--- src/rtl/scan_pkg.sv ---
// Shared types and widths for the servo/IR angular scan sequencer.
package scan_pkg;

    localparam int ANGLE_W = 16;
    localparam int ADDR_W  = 24;
    localparam int DATA_W  = 16;

    // Sample value written when the IR sensor never answers.
    localparam logic [DATA_W-1:0] IR_TIMEOUT_CODE = 16'hFFFF;

    typedef enum logic [2:0] {
        ST_IDLE,
        ST_SETTLE,
        ST_SAMPLE,
        ST_WRITE,
        ST_NEXT
    } scan_state_t;

    // Counter width able to hold 0 .. limit-1.
    function automatic int timer_width(input int limit);
        return (limit > 1) ? $clog2(limit) : 1;
    endfunction

endpackage

--- src/rtl/cycle_timer.sv ---
// Up-counter that flags the LIMIT-th consecutive counting cycle since the last load.
module cycle_timer
    import scan_pkg::*;
#(
    parameter int LIMIT = 1
) (
    input  logic clk,
    input  logic reset,
    input  logic load,
    input  logic count,
    output logic expire
);

    localparam int W = timer_width(LIMIT);
    localparam logic [W-1:0] LAST = W'(LIMIT - 1);

    logic [W-1:0] count_reg;

    assign expire = count && (count_reg == LAST);

    always_ff @(posedge clk) begin
        if (!reset) begin
            count_reg <= '0;
        end else if (load) begin
            count_reg <= '0;
        end else if (count && !expire) begin
            count_reg <= count_reg + W'(1);
        end
    end

endmodule

--- src/rtl/ir_scan_sequencer.sv ---
// Steps the servo across ANGLE_MIN..ANGLE_MAX, takes one IR sample per position and writes it to memory.
// Optional IR ack timeout is compiled in with IR_SCAN_TIMEOUT_EN.
module ir_scan_sequencer
    import scan_pkg::*;
#(
    parameter int                ANGLE_MIN      = 0,
    parameter int                ANGLE_MAX      = 180,
    parameter int                ANGLE_STEP     = 15,
    parameter int                SETTLE_CYCLES  = 25_000_000,
    parameter int                TIMEOUT_CYCLES = 5_000_000,
    parameter logic [ADDR_W-1:0] BASE_ADDR      = 24'h001000
) (
    input  logic               clk,
    input  logic               reset,
    input  logic               start,
    input  logic               continuous,
    output logic [ANGLE_W-1:0] angle,
    output logic               ir_req,
    input  logic               ir_ack,
    input  logic [DATA_W-1:0]  ir_data,
    output logic               mem_req,
    input  logic               mem_gnt,
    output logic [ADDR_W-1:0]  mem_addr,
    output logic [DATA_W-1:0]  mem_wdata,
    output logic               mem_we,
    output logic               busy,
    output logic               done,
    output logic [7:0]         sample_idx,
    output logic               ir_err
);

    localparam logic [ANGLE_W-1:0] ANGLE_MIN_V = ANGLE_W'(ANGLE_MIN);
    localparam logic [ANGLE_W-1:0] ANGLE_MAX_V = ANGLE_W'(ANGLE_MAX);
    localparam logic [ANGLE_W:0]   STEP_V      = (ANGLE_W + 1)'(ANGLE_STEP);
    localparam int NUM_POS = (ANGLE_STEP >= 1)
                           ? (ANGLE_MAX - ANGLE_MIN + ANGLE_STEP - 1) / ANGLE_STEP + 1 : 1;

    // Reject parameter sets the sequencer cannot scan correctly.
    if (ANGLE_MAX < ANGLE_MIN) begin : g_bad_range
        $error("ir_scan_sequencer: ANGLE_MAX must be >= ANGLE_MIN");
    end
    if (ANGLE_STEP < 1) begin : g_bad_step
        $error("ir_scan_sequencer: ANGLE_STEP must be >= 1");
    end
    if (SETTLE_CYCLES < 1 || TIMEOUT_CYCLES < 1) begin : g_bad_timer
        $error("ir_scan_sequencer: timer lengths must be >= 1");
    end
    if (NUM_POS > 256) begin : g_bad_count
        $error("ir_scan_sequencer: more than 256 scan positions");
    end

    scan_state_t        state_reg, state_next;
    logic [ANGLE_W-1:0] angle_reg, angle_next;
    logic [7:0]         idx_reg, idx_next;
    logic [DATA_W-1:0]  wdata_reg, wdata_next;
    logic [ADDR_W-1:0]  addr_reg;
    logic               ir_req_reg;
    logic               mem_req_reg;
    logic               busy_reg;
    logic               done_reg, done_next;

    logic               in_settle;
    logic               settle_expire;
    logic               at_max;
    logic [ANGLE_W:0]   angle_sum;
    logic [ANGLE_W-1:0] angle_clamped;

    assign in_settle = (state_reg == ST_SETTLE);
    assign at_max    = (angle_reg == ANGLE_MAX_V);

    // Sum one bit wider so the step past ANGLE_MAX cannot wrap before the clamp.
    assign angle_sum     = {1'b0, angle_reg} + STEP_V;
    assign angle_clamped = (angle_sum > {1'b0, ANGLE_MAX_V}) ? ANGLE_MAX_V : angle_sum[ANGLE_W-1:0];

    cycle_timer #(
        .LIMIT (SETTLE_CYCLES)
    ) u_settle_timer (
        .clk    (clk),
        .reset  (reset),
        .load   (!in_settle),
        .count  (in_settle),
        .expire (settle_expire)
    );

`ifdef IR_SCAN_TIMEOUT_EN
    logic in_sample;
    logic timeout_expire;
    logic err_set;
    logic ir_err_reg;

    assign in_sample = (state_reg == ST_SAMPLE);

    cycle_timer #(
        .LIMIT (TIMEOUT_CYCLES)
    ) u_timeout_timer (
        .clk    (clk),
        .reset  (reset),
        .load   (!in_sample),
        .count  (in_sample),
        .expire (timeout_expire)
    );

    assign err_set = in_sample && !ir_ack && timeout_expire;

    // Sticky until the next accepted start.
    always_ff @(posedge clk) begin
        if (!reset) begin
            ir_err_reg <= 1'b0;
        end else if (state_reg == ST_IDLE && start) begin
            ir_err_reg <= 1'b0;
        end else if (err_set) begin
            ir_err_reg <= 1'b1;
        end
    end

    assign ir_err = ir_err_reg;
`else
    assign ir_err = 1'b0;
`endif

    always_comb begin
        state_next = state_reg;
        angle_next = angle_reg;
        idx_next   = idx_reg;
        wdata_next = wdata_reg;
        done_next  = 1'b0;

        case (state_reg)
            ST_IDLE: begin
                angle_next = ANGLE_MIN_V;
                idx_next   = 8'd0;
                if (start) begin
                    state_next = ST_SETTLE;
                end
            end
            ST_SETTLE: begin
                if (settle_expire) begin
                    state_next = ST_SAMPLE;
                end
            end
            ST_SAMPLE: begin
                if (ir_ack) begin
                    wdata_next = ir_data;
                    state_next = ST_WRITE;
                end
`ifdef IR_SCAN_TIMEOUT_EN
                else if (timeout_expire) begin
                    wdata_next = IR_TIMEOUT_CODE;
                    state_next = ST_WRITE;
                end
`endif
            end
            ST_WRITE: begin
                // done is raised here so it lands in the NEXT cycle right after the final grant.
                if (mem_req_reg && mem_gnt) begin
                    state_next = ST_NEXT;
                    done_next  = at_max;
                end
            end
            ST_NEXT: begin
                if (at_max) begin
                    angle_next = ANGLE_MIN_V;
                    idx_next   = 8'd0;
                    state_next = continuous ? ST_SETTLE : ST_IDLE;
                end else begin
                    angle_next = angle_clamped;
                    idx_next   = idx_reg + 8'd1;
                    state_next = ST_SETTLE;
                end
            end
            default: begin
                state_next = ST_IDLE;
            end
        endcase
    end

    // Outputs are registered from next-state so they line up with the state they describe.
    always_ff @(posedge clk) begin
        if (!reset) begin
            state_reg   <= ST_IDLE;
            angle_reg   <= ANGLE_MIN_V;
            idx_reg     <= 8'd0;
            wdata_reg   <= '0;
            addr_reg    <= BASE_ADDR;
            ir_req_reg  <= 1'b0;
            mem_req_reg <= 1'b0;
            busy_reg    <= 1'b0;
            done_reg    <= 1'b0;
        end else begin
            state_reg   <= state_next;
            angle_reg   <= angle_next;
            idx_reg     <= idx_next;
            wdata_reg   <= wdata_next;
            addr_reg    <= BASE_ADDR + ADDR_W'(idx_next);
            ir_req_reg  <= (state_next == ST_SAMPLE);
            mem_req_reg <= (state_next == ST_WRITE);
            busy_reg    <= (state_next != ST_IDLE);
            done_reg    <= done_next;
        end
    end

    assign angle      = angle_reg;
    assign sample_idx = idx_reg;
    assign ir_req     = ir_req_reg;
    assign mem_req    = mem_req_reg;
    assign mem_we     = mem_req_reg;
    assign mem_addr   = addr_reg;
    assign mem_wdata  = wdata_reg;
    assign busy       = busy_reg;
    assign done       = done_reg;

endmodule
--- config.mk ---
export PLATFORM = sky130hd
export DESIGN_NAME = ir_scan_sequencer
export DESIGN_NICKNAME = d
export VERILOG_FILES = /design/src/rtl/scan_pkg.sv /design/src/rtl/cycle_timer.sv /design/src/rtl/ir_scan_sequencer.sv
export SDC_FILE = /design/constraint.sdc
export NUM_CORES = 1
export LEC_CHECK = 0
export BUFFER_PORTS_ARGS = -buffer_cell sky130_fd_sc_hd__buf_2
export CAP_MARGIN = 10
export CORE_MARGIN = 4
export CORE_UTILIZATION = 50
export CTS_BUF_LIST = sky130_fd_sc_hd__clkbuf_2
export CTS_CLUSTER_SIZE = 24
export DETAILED_ROUTE_END_ITERATION = 8
export PLACE_DENSITY_LB_ADDON = 0.25
export SLEW_MARGIN = 20
export SYNTH_ARGS = -nofsm -noshare
export SYNTH_HDL_FRONTEND = slang
export SYNTH_SLANG_ARGS = --single-unit
--- constraint.sdc ---
create_clock -name clk -period 2 [get_ports clk]
set_input_delay 0.1 -clock clk [delete_from_list [all_inputs] [get_ports clk]]
set_output_delay 0.1 -clock clk [all_outputs]
set_load 0.005 [all_outputs]
# Word level (Yosys, flattened, before mapping)
# Cells that the tools add are included.
# word_totals
reg_bits,96
output_inout_bits,70
elab_cells,45
# classes
n_addsub,4
order_cmp,1
n_eq_ne,8
muxes,12
reduce_logical,10
# ops
cell,n
two-way mux 16 bit,2
case mux 16 bit (2 select lines),1
adder 25 x 1 -> 25 bit (second input constant),1
equality test 25 bit (second input constant),1
adder 16 x 4 -> 17 bit (second input constant),1
greater-than comparator 17 x 8 -> 1 bit (second input constant),1
equality test 16 x 8 -> 1 bit (second input constant),1
case mux 8 bit (2 select lines),1
case mux 3 bit (5 select lines),1
adder 13 x 8 -> 14 bit (first input constant),1
equality test 3 x 2 -> 1 bit (second input constant),4
two-way mux 3 bit,4
adder 8 x 1 -> 8 bit (second input constant),1
two-way mux 8 bit,1
AND reduction 2 bit,2
equality test 3 x 1 -> 1 bit (second input constant),1
equality test 3 bit (second input constant),1
logical AND 1 bit,3
logical NOT 3 bit,1
AND reduction 3 bit,1
nonzero test 3 bit,1
two-way mux 1 bit,2
nonzero test 2 bit,1
logical NOT 1 bit,1

# Longest topological paths before layout
# Gate-level depths: netlist (run 1).
# logic_depth
depth_word,5
ltp_mapped,9
mapped_depth_nobuf,8

# Modules after synthesis
# A second synthesis (run 1) with hierarchy kept.
# hier_totals
hier_cells,449
hier_area_um2,3764.9
# by_module_without_submodules
mod,instances,cells_each,area_each_um2,seq_area_each_um2
ir_scan_sequencer,1,298,2502.4,940.9
cycle_timer,1,151,1262.5,500.5

# Worst setup path after synthesis (run 1)
# No wires, ideal clock.
# synth_path
path_kind,register to register
start,register angle_reg[0] (netlist: angle[0])
end,register angle_reg[3] (netlist: angle[3])
arrival_ns,2.177
slack_ns,-0.273
path_stages_with_launch,9
path_buffers,0
synth_period_minus_slack_ns,2.273
cell_sequence,dfxtp_1 > inv_1 > ha_1 > nor3b_4 > nor2_1 > or3_1 > a221oi_4 > nand3_2 > o41ai_2
# synth_via
elab_chain_cells,5
word_cells_on_any_way,6
cone_classes,add/sub: 1; order compare: 1; eq/ne: 1; mux: 3
# synth_rtl
element,line,text
start: declaration,ir_scan_sequencer.sv:53,"logic [ANGLE_W-1:0] angle_reg, angle_next;"
start signal: assignment,ir_scan_sequencer.sv:191,angle_reg <= angle_next;
adder 16 x 4 -> 17 bit,ir_scan_sequencer.sv:72,"assign angle_sum = {1'b0, angle_reg} + STEP_V;"
greater-than comparator 17 x 8 -> 1 bit,ir_scan_sequencer.sv:73,"assign angle_clamped = (angle_sum > {1'b0, ANGLE_MAX_V}) ? ANGLE_MAX_V : angle_sum[ANGLE_W-1:0];"
two-way mux 16 bit,ir_scan_sequencer.sv:73,
two-way mux 16 bit *,ir_scan_sequencer.sv:161,if (at_max) begin
case mux 16 bit (2 select lines) *,ir_scan_sequencer.sv:128,case (state_reg)
# Every way passes the cells marked *; elsewhere a longest branch is shown, timed or not.
# A chain may end at the register's enable or synchronous reset.

# Worst setup path in the final report (run 1)
# layout_path
start,register angle_reg[0] (netlist: angle[0])
end,register angle_reg[2] (netlist: angle[2])
# Same word-level chain as after synthesis.

==> results.cfg, run 1 <==
[clocking]
htree_levels = 3
clock-sinks = 72
path_clk_slew_ns = 0.20
clk_latency_ns = 0.50
cts_max_path_buffers = 2
cts_root_buf = clkbuf_2
cts_buffers = 9
cts_tree = built

[timing]
fin_skew_ns = 0.0306
period_minus_slack_ns = 2.19
relSlewSlack_pct = 53.1
hold_viol_final = 0
rsz0062_at_grt = yes
finalCritPeriodShare_pct = 109
max_freq_mhz = 457
fin_worst_hold_slack_ns = 0.152
slew_viol_final = 0
setup_ws_ns = -0.187
worstMarginPinSlew_ns = 0.699
setup_viol = 32
timing.setup.tns_ns = -2.06

[setup_path]
cp_data_arrival_time_ns = 2.61
critical_path_class = register to register
crit_chain = inv_4 -> ha_4 -> nor3b_4 -> nor2_2 -> or3_4 -> a221oi_4 -> buf_6 -> o2111ai_2 -> a32o_1
rrSetupSlack_ns = -0.19
cp-end-kind = register
crit_path_top_delay_cell = dfxtp_4
worstSetupStartpointType = register
max_stage_delay_ns = 0.41
cp_max_fo = 4
critical_path_required_ns = 2.42

[logic_synthesis]
synth_edf_count = 0
ys.flop_type = dfxtp_1
postSynthAreaPerCell_um2 = 8.26
async_flop_share_pct = 0
ys_seq_area_share_pct = 38.9
syn_inst = 448
syn_area_um2 = 3700
yosys_warnings = 0
ys_types = 60
synth-seq-cells = 72

[finish]
fin_cells = 674
finalNetCount = 597
largest_reg_flops = 25
final_cell_mix = 74 x buf_2, 62 x dfxtp_1, 54 x nand2_1
layout-drive-gt1-share_pct = 35.3
synthToLayoutAreaGrowth_pct = 32.3
antenna_cells = 0
final_common_cell = buf_2

[detailed_routing]
drt-total-wl_um = 10100
firstDrtPassIters = 4
ant_nets = 0
dr_total_vias = 3685
wire_per_inst_um = 14.9
drt_iter0_drc = 223
via_per_inst = 5.47
route.detailed.drc = 0

[global_routing]
first_global_vias = 3611
grt.total_usage_pct = 22.6
grt_max_degree = 32
grt_overflow = 0
grt_pass1_wl_um = 16300
antenna_found_initial = 0

[place]
dpl.cell_count = 626
finalWeightedCongestion = 0.919
portBuffers = 74
place_ws_ns = -0.170
detailed_place_hpwl_um = 6620

[die]
die-area_um2 = 8840
die_x_um = 94.0
die_height_um = 94.0
num_rows = 31
io_pins = 92
core-area_um2 = 7210
initial_utilization_pct = 51.3

[power]
p_sw_share_pct = 25.5
p_per_area_nw_per_um2 = 459
leakagePower_uw = 0.00204
p_int_uw = 1670
switchingPower_uw = 573
p_seq_share_pct = 64.1
p_clk_share_pct = 29.3
power_uw = 2250
combinationalPowerShare_pct = 6.6
ir_worst_vdd_v = 0.000427

[outcome]
violations = negative setup slack
status = finished, violations left

[job]
drv_cap = 0

[worst_hold_path]
hp-class = input port to register
-- metal layers --
layer  vias to the layer above  GRT usage [%]  wire, µm
li1                       1779              -         -
met1                      1759           26.7      4030
met2                       123           39.0      5260
met3                        24           6.17       538
met4                         0           8.42       219
met5                         -              0         0
-- final timing paths --
kind                        startpoint                        end  cells after the start
max              angle[0]$_SDFFE_PN0P_      angle[2]$_SDFFE_PN0P_                      9
min                             ir_ack  mem_wdata[0]$_SDFFE_PN0P_                      5
max reg2reg      angle[0]$_SDFFE_PN0P_      angle[2]$_SDFFE_PN0P_                      9
min reg2reg  mem_wdata[0]$_SDFFE_PN0P_  mem_wdata[0]$_SDFFE_PN0P_                      2
-- area by class of cell --
type,instances,area [µm²]
Clock buffer,12,60.1
Inverter,15,61.3
Multi-Input combinational cell,329,2190
Fill cell,607,2320
Sequential cell,72,1460
Timing Repair Buffer,143,980
Tap cell,99,124
Clock inverter,4,21.3
-- through the flow --
stage,util [%],area (µm²)
floorplan,-,3800
global placement,59.7,4310
detailed placement,59.7,4310
CTS,65.0,4690
global route,67.9,4900
finish,67.9,4900
-- synth_stat cells (3+ instances only) --
library cell	number	area [µm²]
xnor2_1	12	105
o21ai_0	18	90.1
ha_1	5	62.6
o31ai_1	3	22.5
o211ai_1	3	22.5
and3_1	13	81.3
nand4_1	13	81.3
or3_1	9	56.3
buf_2	4	20.0
nor3b_1	3	22.5
nand2_1	55	206
clkbuf_1	16	60.1
nor4_1	5	31.3
a21oi_1	33	165
nor2_1	43	161
nor3_1	6	30.0
nor4b_1	5	43.8
buf_4	26	195
nand2b_1	3	18.8
and2_1	5	31.3
o2111ai_1	4	35.0
or4_1	4	30.0
or2_2	3	18.8
xor2_1	8	70.1
inv_1	15	56.3
o21a_1	4	30.0
dfxtp_1	72	1440
nand3_1	17	85.1
-- logic make-up (layout without fill, tap and decap cells) --
logic type | Yosys count | in the layout | share of synthesized area [%]
DFF | 72 | 72 | 38.9
xor gates and xnor gates | 20 | 20 | 4.73
adders and majority gates | 5 | 5 | 1.69
muxes | 2 | 2 | 0.541
and+or+nand+nor | 201 | 202 | 29.5
buffers and inverters | 63 | 174 | 9.36
AOI/OAI and AO/OA | 83 | 83 | 15.0
other | 2 | 17 | 0.203
-- critical path, delay by kind of cell (launching register included) --
kind | cells | cell delay (ns)
fa+ha+maj | 1 | 0.13
flops | 1 | 0.41
buf+inv | 2 | 0.24
compound gates | 3 | 0.67
simple gates | 3 | 0.67
-- power by group through the flow --
stage / Sequential [µW] / Clock [µW] / Combinational (µW)
2_1_floorplan: 1470 / 0 / 84.4
3_3_place_gp: 1470 / 0 / 111
3_5_place_dp: 1470 / 0 / 111
4_1_cts: 1440 / 684 / 140
5_1_grt: 1440 / 742 / 164
6_report: 1440 / 658 / 149
-- repair_timing --
action / in CTS / in global routing
hold buffers: 18 / 0
endpoints found under the hold margin: 27 / 0
pin swaps: 10 / 40
gates cloned: 1 / 1
resized for setup: 14 / 46
buffers inserted: 8 / 4
setup endpoints to repair: 10 / 39
Power figures use the tool's default switching activity.
==> run 2: changes to the inputs <==
==> constraint.sdc (replaced) <==
create_clock -name clk -period 2.6 [get_ports clk]
set_input_delay 0.13 -clock clk [delete_from_list [all_inputs] [get_ports clk]]
set_output_delay 0.13 -clock clk [all_outputs]
set_load 0.005 [all_outputs]
==> run 2 against run 1 <==
  * The flow now finishes without violations
  * Total power shrank 17%
  * First-iteration DRC count decreased by 31%
  * Combinational power decreased by 35%
  * Worst setup slack improved by 0.38 ns
  * Clock power about the same
  * Clock skew decreased by 0.014 ns
  * Sequential share of layout area grew 3.2 points
  * Global-route usage is 2.2 points lower
  * Critical endpoint unchanged
==> results.cfg, run 2 (synthesis results as in run 1) <==
[global_routing]
grt.total_usage_pct = 20.4
grt_pass1_wl_um = 14600
antenna_found_initial = 0
grt_overflow = 0
first_global_vias = 3230
grt_max_degree = 32

[timing]
period_minus_slack_ns = 2.41
fin_skew_ns = 0.0168
slew_viol_final = 0
setup_viol = 0
rsz0062_at_grt = no
hold_viol_final = 0
worstMarginPinSlew_ns = 0.696
max_freq_mhz = 415
relSlewSlack_pct = 53.4
finalCritPeriodShare_pct = 92.6

[die]
core-area_um2 = 7210
die-area_um2 = 8840
die_height_um = 94.0
io_pins = 92
die_x_um = 94.0
initial_utilization_pct = 51.3
num_rows = 31

[finish]
layout-drive-gt1-share_pct = 22.8
finalNetCount = 556
fin_cells = 633
final_common_cell = buf_2
largest_reg_flops = 25
synthToLayoutAreaGrowth_pct = 17.9
final_cell_mix = 74 x buf_2, 71 x dfxtp_1, 55 x nand2_1
antenna_cells = 0

[detailed_routing]
via_per_inst = 5.29
wire_per_inst_um = 13.5
drt-total-wl_um = 8560
firstDrtPassIters = 4
ant_nets = 0
dr_total_vias = 3346
route.detailed.drc = 0
drt_iter0_drc = 153

[power]
p_per_area_nw_per_um2 = 428
power_uw = 1870
leakagePower_uw = 0.00175
ir_worst_vdd_v = 0.000262

[clocking]
clk_latency_ns = 0.50
path_clk_slew_ns = 0.21
cts_max_path_buffers = 2
cts_buffers = 9
cts_tree = built
cts_root_buf = clkbuf_2
htree_levels = 3
clock-sinks = 72

[worst_hold_path]
hp-class = input port to register

[place]
dpl.cell_count = 596
portBuffers = 74
detailed_place_hpwl_um = 5920
finalWeightedCongestion = 0.837

[job]
drv_cap = 0

[setup_path]
cp_data_arrival_time_ns = 2.83
cp-end-kind = register
critical_path_class = register to register
cp_max_fo = 7
rrSetupSlack_ns = 0.19
worstSetupStartpointType = register
critical_path_required_ns = 3.02

[outcome]
status = finished, final reports clean
[run 2: cell count changes in the layout (fill, tap and decap cells not counted), sizes merged]
cell	before	now
clkinvlp	0	3
clkinv	4	0
clkbuf	12	9
inv	15	18
or4	6	5
bufinv	0	1
buf	125	85
[run 2: area by class of cell]
class	instances	area, µm²
Sequential cell	72	1440
Clock buffer	9	45.0
Tap cell	99	124
Timing Repair Buffer	103	633
Clock inverter	7	78.8
Inverter	15	56.3
Multi-Input combinational cell	328	1980
Fill cell	687	2850
[run 2: what timing repair did]
action                     in CTS  in global routing
resized for setup               0                  3
hold buffers                   18                  0
hold endpoints to repair       31                  0
setup endpoints to repair       1                  8
buffers inserted                2                  1
pin swaps                       1                  0
[run 2: worst paths after layout]
check	start	to	cells past startpoint
setup / recovery	angle[1]$_SDFFE_PN0P_	angle[2]$_SDFFE_PN0P_	9
setup reg to reg	angle[1]$_SDFFE_PN0P_	angle[2]$_SDFFE_PN0P_	9
hold reg to reg	mem_wdata[7]$_SDFFE_PN0P_	mem_wdata[7]$_SDFFE_PN0P_	2
hold / removal	ir_ack	state_reg[0]$_SDFF_PN0_	5
[run 2: per-layer routing]
metal	vias up	routed length [µm]	track usage, %
met5	-	0	0
met4	0	87	6.74
met3	8	496	4.97
met2	90	4330	34.8
met1	1559	3650	25.1
li1	1689	-	-
[run 2: where the power goes]
group          leakage (µW)  switching [µW]  internal, µW
Combinational       0.00110            54.4          42.7
Clock             0.0000656             426           231
Sequential         0.000581            4.74          1110
[run 2: stage by stage]
step | setup TNS (ns) | setup slack [ns] | area [µm²] | hold WS, ns | util [%]
detailed placement | -0.00301 | -0.00301 | 4030 | 0.376 | 55.8
global placement | 0 | 0.171 | 4030 | 0.371 | 55.8
global route | 0 | 0.0135 | 4360 | 0.0454 | 60.5
finish | 0 | 0.192 | 4360 | 0.120 | 60.5
CTS | 0 | 0.0732 | 4350 | 0.0325 | 60.2
floorplan | 0 | 0.327 | 3760 | 0.266 | -
[run 2: worst max-delay path, stage by stage, from the launching register on]
cell	delay, ns
dfxtp_2	0.41
inv_1	0.10
ha_2	0.23
nor3b_4	0.32
nor2_1	0.09
or3_1	0.36
a221oi_4	0.33
buf_4	0.18
o2111ai_1	0.10
a32o_1	0.23
==> run 3: changes to the inputs <==
--- a/config.mk
+++ b/config.mk
@@ -5,9 +5,10 @@
 export SDC_FILE = /design/constraint.sdc
 export NUM_CORES = 1
 export LEC_CHECK = 0
+export ABC_AREA = 1
 export BUFFER_PORTS_ARGS = -buffer_cell sky130_fd_sc_hd__buf_2
 export CAP_MARGIN = 10
-export CORE_MARGIN = 4
+export CORE_MARGIN = 1.5
 export CORE_UTILIZATION = 50
 export CTS_BUF_LIST = sky130_fd_sc_hd__clkbuf_2
 export CTS_CLUSTER_SIZE = 24
==> run 3 against run 2 <==
  * Die area fell by 4.8%
  * Core utilization increased by 1.6 points
  * Flip-flop and latch count is the same
  * Worst hold slack improved by 0.099 ns
  * Via count grew 22%
  * Largest power group unchanged
==> results.cfg, run 3 <==
[finish]
finalNetCount = 703
final_common_cell = nand2_1
largest_reg_flops = 25
layout-drive-gt1-share_pct = 17.3
final_cell_mix = 124 x nand2_1, 84 x nor2_1, 74 x buf_2
antenna_cells = 0
n_fill_cell = 657
synthToLayoutAreaGrowth_pct = 21.0

[power]
p_per_area_nw_per_um2 = 425
p_seq_share_pct = 55.0
p_sw_share_pct = 26.0
combinationalPowerShare_pct = 6.8
switchingPower_uw = 528
p_clk_share_pct = 38.2
ir_worst_vdd_v = 0.000320
p_int_uw = 1500
leakagePower_uw = 0.00199

[die]
initial_utilization_pct = 51.3
core-area_um2 = 7690
die-area_um2 = 8420
num_rows = 32
die_x_um = 91.8
die_height_um = 91.8
io_pins = 92

[clocking]
cts_root_buf = clkbuf_2
htree_levels = 3
clk_latency_ns = 0.54
postCtsResizedCells = 0
post_cts_buffers = 0
path_clk_slew_ns = 0.22
cts_tree = built
clock-sinks = 72
cts_max_path_buffers = 2
cts_buffers = 9

[logic_synthesis]
yosysMostFrequentCell = nand2_1
yosys_warnings = 0
syn_area_um2 = 3940
async_flop_share_pct = 0
syn_inst = 576
ys_types = 34
ys.flop_type = dfxtp_1
synth_edf_count = 0
synth_commonest_cells = 124 x nand2_1, 84 x nor2_1, 72 x dfxtp_1
synth-seq-cells = 72
postSynthAreaPerCell_um2 = 6.84
synth_area_leaders = dfxtp_1 37%, nand2_1 12%, nor2_1 8.0%
ys_seq_area_share_pct = 36.6
yosys.area.top_type = dfxtp_1
yosysTopAreaCellShare_pct = 36.6

[timing]
hold_viol_final = 0
timing.setup.tns_ns = 0
max_freq_mhz = 483
setup_ws_ns = 0.528
rsz0062_at_grt = no
relSlewSlack_pct = 57.4
fin_skew_ns = 0.0287
setup_viol = 0
slew_viol_final = 0
worstMarginPinSlew_ns = 0.638
period_minus_slack_ns = 2.07
finalCritPeriodShare_pct = 79.7

[detailed_routing]
firstDrtPassIters = 7
via_per_inst = 5.20
drt-total-wl_um = 10100
drt_iter0_drc = 308
wire_per_inst_um = 12.9
route.detailed.drc = 0
dr_total_vias = 4073
ant_nets = 0

[worst_hold_path]
holdCritStartpoint = ir_ack
min_path_cells = 7
hp-class = input port to register
hold_path_end = ir_req$_SDFF_PN0_

[setup_path]
cp_max_fo = 8
r2r-end = angle[7]$_SDFFE_PN0P_
critical_path_class = register to register
path_depth = 10
cpMostUsedCell = nand2_1
crit_chain = inv_1 -> ha_1 -> nand2_1 -> nand2_1 -> xor2_1 -> o21ai_0 -> nand2_1 -> nand4_1 -> nand2_1 -> a21oi_1
max_stage_delay_ns = 0.37
cp_top_family = simple AND/OR/NAND/NOR gates
rrSetupSlack_ns = 0.53
crit_path_top_delay_cell = dfxtp_1
cp_data_arrival_time_ns = 2.49
r2r_cells = 10
critical_path_required_ns = 3.02
cp-end-kind = register
path_buf_inv = 1
worstSetupStartpointType = register
r2r-start = angle[0]$_SDFFE_PN0P_

[global_routing]
grt_overflow = 0
met3_usage_pct = 5.89
antenna_found_initial = 0
grt.total_usage_pct = 24.7
first_global_vias = 3796
busiest_layer = met2
grt.met2_usage_pct = 39.7
grt_pass1_wl_um = 17000
grt_use_met1_pct = 31.4
grt_max_degree = 24

[place]
portBuffers = 74
finalWeightedCongestion = 0.941
detailed_place_hpwl_um = 6540
place_ws_ns = 0.620

[outcome]
status = finished, final reports clean

[job]
drv_cap = 0
run 3: changes by cell type in the layout (fill, tap and decap cells not counted), moves of 10 or more:
cell           change
xnor2_1           -10
nand3_1           +10
dlygate4sd3_1     +18
inv_1             +47
nor2_1            +41
o21ai_0           +13
nand2_1           +69
and3_1            -12
nor3_1            +11
run 3: final cells by class:
type / count / area [µm²] / share of cell area [%]
Inverter: 64 / 240 / 5.04
Clock inverter: 7 / 101 / 2.13
Multi-Input combinational cell: 416 / 2060 / 43.2
Sequential cell: 72 / 1440 / 30.2
Tap cell: 102 / 128 / 2.68
Clock buffer: 9 / 45.0 / 0.945
Timing Repair Buffer: 113 / 753 / 15.8
run 3: through the flow:
step	power, µW	std cells	hold WS [ns]	util [%]	cell area (µm²)
2_1_floorplan	1220	591	0.283	-	4000
5_1_grt	2090	783	0.230	62.0	4770
3_3_place_gp	1230	731	0.379	55.4	4260
3_5_place_dp	1230	731	0.385	55.4	4260
6_report	2030	783	0.219	62.0	4770
4_1_cts	2030	783	0.197	62.0	4770
run 3: cell families after synthesis:
logic type      after synthesis  synth area share [%]
simple gates                305                  36.2
flops                        72                  36.6
xor+xnor                     13                  2.89
buf+inv                     103                  12.6
compound gates               76                  10.0
other cells                   2                 0.191
fa+ha+maj                     5                  1.59
run 3: repair_timing:
action,4_1_cts,5_1_grt
endpoints found under the hold margin,23,0
hold buffers,36,0
setup endpoints to repair,0,0
run 3: routing by layer:
layer / wire [µm] / part of all wire (%)
met4: 231 / 2.3
met2: 4640 / 46
met3: 743 / 7.4
met1: 4460 / 44
met5: 0 / 0
run 3: worst max-delay path by stage:
| stage | from | end | slack (ns) |
|---|---|---|---|
| after floorplan | angle[0]$_SDFFE_PN0P_ | angle[2]$_SDFFE_PN0P_ | 0.87 |
| after global placement | angle[0]$_SDFFE_PN0P_ | angle[2]$_SDFFE_PN0P_ | 0.71 |
| after detailed placement | angle[0]$_SDFFE_PN0P_ | angle[2]$_SDFFE_PN0P_ | 0.62 |
| after CTS | angle[0]$_SDFFE_PN0P_ | angle[5]$_SDFFE_PN0P_ | 0.57 |
| after global routing | angle[0]$_SDFFE_PN0P_ | angle[7]$_SDFFE_PN0P_ | 0.36 |
| final | angle[0]$_SDFFE_PN0P_ | angle[7]$_SDFFE_PN0P_ | 0.53 |
run 3: worst reg2reg max path, stage by stage, from the launching register on:
cell,delay (ns)
dfxtp_1,0.37
inv_1,0.16
ha_1,0.26
nand2_1,0.16
nand2_1,0.16
xor2_1,0.24
o21ai_0,0.12
nand2_1,0.23
nand4_1,0.13
nand2_1,0.08
a21oi_1,0.07
run 3: power by group through the flow:
stage / clock network (µW) / logic [µW] / registers (µW)
2_1_floorplan: 0 / 81.1 / 1130
3_3_place_gp: 0 / 90.8 / 1130
3_5_place_dp: 0 / 92.4 / 1130
4_1_cts: 780 / 134 / 1110
5_1_grt: 824 / 152 / 1120
6_report: 774 / 139 / 1110
